[src/rtl/clk_div_cfg_initiator.sv]
// clk_div_cfg_initiator
// Initiator side of the clock-divider configuration handshake. Accepts a divide
// value on a local valid/ready port, then runs a four-phase level handshake
// (valid up, ack up, valid down, ack down) toward a divider in another clock
// domain. The ack input is resynchronised here, and each handshake phase is
// guarded by a timeout so a dead divider cannot hang the controller.
//
// Ports:
//   clk_i            configuration-domain clock
//   rst_i            synchronous reset, active-high
//   req_valid_i      new divide value offered
//   req_ready_o      request accepted when req_valid_i && req_ready_o
//   req_div_i        divide value to program
//   clk_div_data_o   divide value toward the divider (registered)
//   clk_div_valid_o  handshake request level toward the divider (registered)
//   clk_div_ack_i    asynchronous acknowledge level from the divider
//   busy_o           handshake in progress
//   done_o           one-cycle pulse, handshake completed normally
//   timeout_o        one-cycle pulse, a handshake phase timed out
//   cur_div_o        last value acknowledged by the divider
module clk_div_cfg_initiator #(
  parameter int unsigned              DIV_WIDTH      = 8,
  parameter logic [DIV_WIDTH-1:0]     DIV_INIT       = '0,
  parameter int unsigned              SYNC_STAGES    = 2,
  parameter int unsigned              TIMEOUT_CYCLES = 1024
) (
  input  logic                 clk_i,
  input  logic                 rst_i,
  input  logic                 req_valid_i,
  output logic                 req_ready_o,
  input  logic [DIV_WIDTH-1:0] req_div_i,
  output logic [DIV_WIDTH-1:0] clk_div_data_o,
  output logic                 clk_div_valid_o,
  input  logic                 clk_div_ack_i,
  output logic                 busy_o,
  output logic                 done_o,
  output logic                 timeout_o,
  output logic [DIV_WIDTH-1:0] cur_div_o
);

  localparam int unsigned CNT_W = (TIMEOUT_CYCLES > 2) ? $clog2(TIMEOUT_CYCLES) : 1;
  localparam logic [CNT_W-1:0] CNT_LAST =
    CNT_W'((TIMEOUT_CYCLES == 0) ? 0 : TIMEOUT_CYCLES - 1);
  localparam bit TO_EN = (TIMEOUT_CYCLES != 0);

  typedef enum logic [1:0] {
    ST_IDLE = 2'd0,
    ST_REQ  = 2'd1,
    ST_REL  = 2'd2
  } state_e;

  state_e                 state_q,    state_d;
  logic [SYNC_STAGES-1:0] ack_sync_q, ack_sync_d;
  logic [DIV_WIDTH-1:0]   data_q,     data_d;
  logic [DIV_WIDTH-1:0]   cur_q,      cur_d;
  logic                   valid_q,    valid_d;
  logic                   done_q,     done_d;
  logic                   timeout_q,  timeout_d;
  logic                   abort_q,    abort_d;
  logic [CNT_W-1:0]       cnt_q,      cnt_d;

  logic ack_s;
  logic req_ready;
  logic phase_expired;

  assign ack_s         = ack_sync_q[SYNC_STAGES-1];
  assign req_ready     = (state_q == ST_IDLE) && !ack_s;
  assign phase_expired = TO_EN && (cnt_q == CNT_LAST);

  // Next-state and output logic
  always_comb begin
    ack_sync_d = {ack_sync_q[SYNC_STAGES-2:0], clk_div_ack_i};
    state_d    = state_q;
    data_d     = data_q;
    cur_d      = cur_q;
    valid_d    = valid_q;
    done_d     = 1'b0;
    timeout_d  = 1'b0;
    abort_d    = abort_q;
    cnt_d      = cnt_q + CNT_W'(1);

    case (state_q)
      ST_IDLE: begin
        cnt_d = '0;
        if (req_valid_i && req_ready) begin
          data_d  = req_div_i;
          valid_d = 1'b1;
          abort_d = 1'b0;
          state_d = ST_REQ;
        end
      end
      ST_REQ: begin
        // Ack arriving on the last allowed cycle still counts as success.
        if (ack_s) begin
          cur_d   = data_q;
          valid_d = 1'b0;
          cnt_d   = '0;
          state_d = ST_REL;
        end else if (phase_expired) begin
          timeout_d = 1'b1;
          valid_d   = 1'b0;
          abort_d   = 1'b1;
          cnt_d     = '0;
          state_d   = ST_REL;
        end
      end
      ST_REL: begin
        // An aborted handshake still waits for ack low but reports no done.
        if (!ack_s) begin
          done_d  = !abort_q;
          cnt_d   = '0;
          state_d = ST_IDLE;
        end else if (phase_expired) begin
          timeout_d = 1'b1;
          cnt_d     = '0;
          state_d   = ST_IDLE;
        end
      end
      default: begin
        valid_d = 1'b0;
        cnt_d   = '0;
        state_d = ST_IDLE;
      end
    endcase
  end

  // State and output registers; the ack synchroniser resets high so no
  // request is taken until a low ack has crossed the chain.
  always_ff @(posedge clk_i) begin
    if (rst_i) begin
      state_q    <= ST_IDLE;
      ack_sync_q <= '1;
      data_q     <= DIV_INIT;
      cur_q      <= DIV_INIT;
      valid_q    <= 1'b0;
      done_q     <= 1'b0;
      timeout_q  <= 1'b0;
      abort_q    <= 1'b0;
      cnt_q      <= '0;
    end else begin
      state_q    <= state_d;
      ack_sync_q <= ack_sync_d;
      data_q     <= data_d;
      cur_q      <= cur_d;
      valid_q    <= valid_d;
      done_q     <= done_d;
      timeout_q  <= timeout_d;
      abort_q    <= abort_d;
      cnt_q      <= cnt_d;
    end
  end

  assign req_ready_o     = req_ready;
  assign clk_div_data_o  = data_q;
  assign clk_div_valid_o = valid_q;
  assign busy_o          = (state_q != ST_IDLE);
  assign done_o          = done_q;
  assign timeout_o       = timeout_q;
  assign cur_div_o       = cur_q;

endmodule

[config.mk]
export PLATFORM = sky130hd
export DESIGN_NAME = clk_div_cfg_initiator
export DESIGN_NICKNAME = d
export VERILOG_FILES = /design/src/rtl/clk_div_cfg_initiator.sv
export SDC_FILE = /design/constraint.sdc
export NUM_CORES = 1
export LEC_CHECK = 0
export CORE_ASPECT_RATIO = 0.5
export CORE_UTILIZATION = 48
export CTS_CLUSTER_SIZE = 30
export DETAILED_ROUTE_END_ITERATION = 7
export GPL_ROUTABILITY_DRIVEN = 1
export PLACE_DENSITY = 0.81
export SLEW_MARGIN = 20
export SYNTH_ARGS = -nofsm -noshare
export SYNTH_HDL_FRONTEND = slang
export SYNTH_SLANG_ARGS = --single-unit
[constraint.sdc]
create_clock -name clk_i -period 1.7 [get_ports clk_i]
set_input_delay 0.34 -clock clk_i [delete_from_list [all_inputs] [get_ports clk_i]]
set_output_delay 0.34 -clock clk_i [all_outputs]
set_load 0.02 [all_outputs]
==> results.txt <==
vias per inst: 5.013
register area: 680.7 um2
fraction of registers with async set/reset: 0%
leakage power: 0.7221 nW
TritonCTS Sinks: 34
fin nets: 219
# DRC: 0
Post-synth EDFFs: 0
Reg power frac: 43.7%
most frequent cells in the layout: dfxtp_1 (34), clkdlybuf4s50_1 (30), nand2_1 (24), nand3_1 (19), a21oi_1 (19)
switch share: 29.39%
Slew Limit Fails: 0
Die Y: 39.95 um
post-DR wirelength/cell: 11.95 um
Die Wd: 77.90 um
site row count: 13
minimum clock period after layout: 1611 ps
Clock Root Buffer: clkbuf_8
Detailed Route WL: 2.868 mm
Max Fanout on Critical Path: 3
pwr dens: 1012 mW/mm2
Clock Skews: 3.923 ps
post-place setup slack: -13.86 ps
Port Buffers: 32
setup repair after global routing missed its margin: false
Final ANT Viol Nets: 0
H-tree depth: 2
final hold slack: 426.0 ps
Switch Pwr: 567.3 uW
Final Hold Vio Count: 0
multi-input logic area: 640.6 um2
Ys Warns: 0
synthesized flop and latch total: 34
leading cell type in the layout, fill and taps excluded: dfxtp_1
All-Layer GR Usage: 20.66%
Pint: 1.363 mW
dpl hpwl: 2.073 mm
antenna violations before repair: 0
Cell variety after synth: 34
die area: 0.003112 mm2
global route overflow: 0
Synth Flop Type: dfxtp_1
crit path DAT: 1270 ps
pin count of the biggest net entering global routing: 22
Mapped Nets: 175
fillers: 215
area grow syn2layout: 38.01%
critical path required time: 1360 ps
register area share after synthesis: 49.23%
diode count: 0
Tot Pwr: 1.930 mW
maximum buffer depth of the clock tree: 2
final core utilization: 71.53%
crit share post-route: 94.79%
HP Class: register to register
syn_area_per_cell: 8.750 um2
setup slack after layout: 88.54 ps
Slew headroom: 78.16%
Setup CP Type: register to primary output
ratio of cells with drive above 1 in the final layout: 14.29%
Cells after Synth: 158
combinational share of power: 24.5%
initial drt markers: 64
I/O pins: 33
vias in the first global route: 1091
status: completed
CP Capture Type: primary output
initial core utilization: 51.83%
Peak supply drop: 0.6097 mV
CTS Buf Count: 5
Final setup viols: 0
drt pass-1 iters: 4
Worst Tran Pin Value: 325.4 ps
clock transition at the registers of the reported paths: 70 ps
maxcap violations: 0
core area: 0.002668 mm2
first-pass GRT wire length: 4.726 mm
TritonCTS clock tree: built
post-synthesis instance area: 0.001383 mm2
Peak Freq: 620.6 MHz
vias after detailed routing: 1203
Skew-Pair Late Insertion Delay: 280 ps
GP Congestion: 0.7938
crit start category: register
clock share of power: 31.8%
==> critical path: stages, from the launching register on <==
cell and delay [ps]:
dfxtp_1 330, inv_1 60, ha_2 200, inv_1 80, dlygate4sd2_1 330
==> registers in the layout (all words and copies together), names as in the netlist <==
signal and count:
cnt_q 10, timeout_o 1, state_q 2, done_o 1, ack_sync_q 2, cur_div_o 8, abort_q 1, clk_div_data_o 8
clk_div_valid_o 1
==> routing by layer <==
| layer | global-route usage (%) | vias up | part of all wire, % |
|---|---|---|---|
| li1 | - | 625 | - |
| met5 | 0 | - | 0 |
| met2 | 37.61 | 22 | 48 |
| met3 | 6.818 | 4 | 4.3 |
| met4 | 9.722 | 0 | 1.2 |
| met1 | 23.45 | 552 | 46 |
==> path summary, 6_finish.rpt <==
| path | startpoint | end | slack (ps) | cells after the start |
|---|---|---|---|---|
| min reg2reg | ack_sync_q[0] | ack_sync_q[1] | 430 | 1 |
| max reg2reg | state_q[0] | cnt_q[3] | 140 | 7 |
| min | ack_sync_q[0] | ack_sync_q[1] | 430 | 1 |
| max | state_q[0] | busy_o | 90 | 4 |
==> cell usage after synthesis (2+ instances only) <==
master    instances  area share [%]
dfxtp_1          34              49
nand2_1          24             6.5
a21oi_1          19             6.9
nand3_1          19             6.9
nor2_1           10             2.7
inv_1             7             1.9
clkbuf_1          6             1.6
ha_1              5             4.5
xor2_1            5             3.2
and4_1            2             1.3
buf_2             2            0.72
mux2i_1           2             1.4
or2_2             2            0.90
==> power groups by stage <==
stage	combinational [mW]	sequential (mW)	clock (mW)
after floorplan	0.249	0.877	0
after global placement	0.477	0.860	0
after detailed placement	0.485	0.862	0
after CTS	0.473	0.843	0.630
after global routing	0.537	0.847	0.674
final	0.473	0.843	0.614
==> repair_timing <==
item,in CTS,in global routing
endpoints found under the setup margin,2,2
resized for setup,4,3
hold buffers,0,0
gates cloned,0,0
endpoints found under the hold margin,0,0
buffers inserted,0,0
==> stage by stage <==
| stage | instance area [um2] | TNS, ps | instances |
|---|---|---|---|
| finish | 1908 | 0 | 240 |
| global route | 1908 | 0 | 240 |
| CTS | 1909 | 0 | 240 |
| detailed placement | 1814 | -13.86 | 232 |
| global placement | 1814 | -7.433 | 232 |
| floorplan | 1383 | 0 | 158 |
==> cells by family (layout without fill, tap and decap cells) <==
logic type	Yosys count	in the layout	share of synthesized area [%]
adder cells (fa/ha/maj)	5	5	4.525
AO/OA/AOI/OAI	28	28	12.04
multiplexers	3	3	2.262
buffers and inverters	16	61	4.797
AND/OR/NAND/NOR	66	66	23.35
XOR/XNOR	6	6	3.801
flip-flops	34	34	49.23
==> area by class of cell <==
cell class / instances / share of cell area [%]
Clock inverter: 2 / 0.6557
Tap cell: 37 / 2.426
Clock buffer: 6 / 4.328
Multi-Input combinational cell: 108 / 33.57
Inverter: 7 / 1.377
Sequential cell: 34 / 35.67
Timing Repair Buffer: 46 / 21.97
Note: power is estimated with default switching activity, not from simulation.
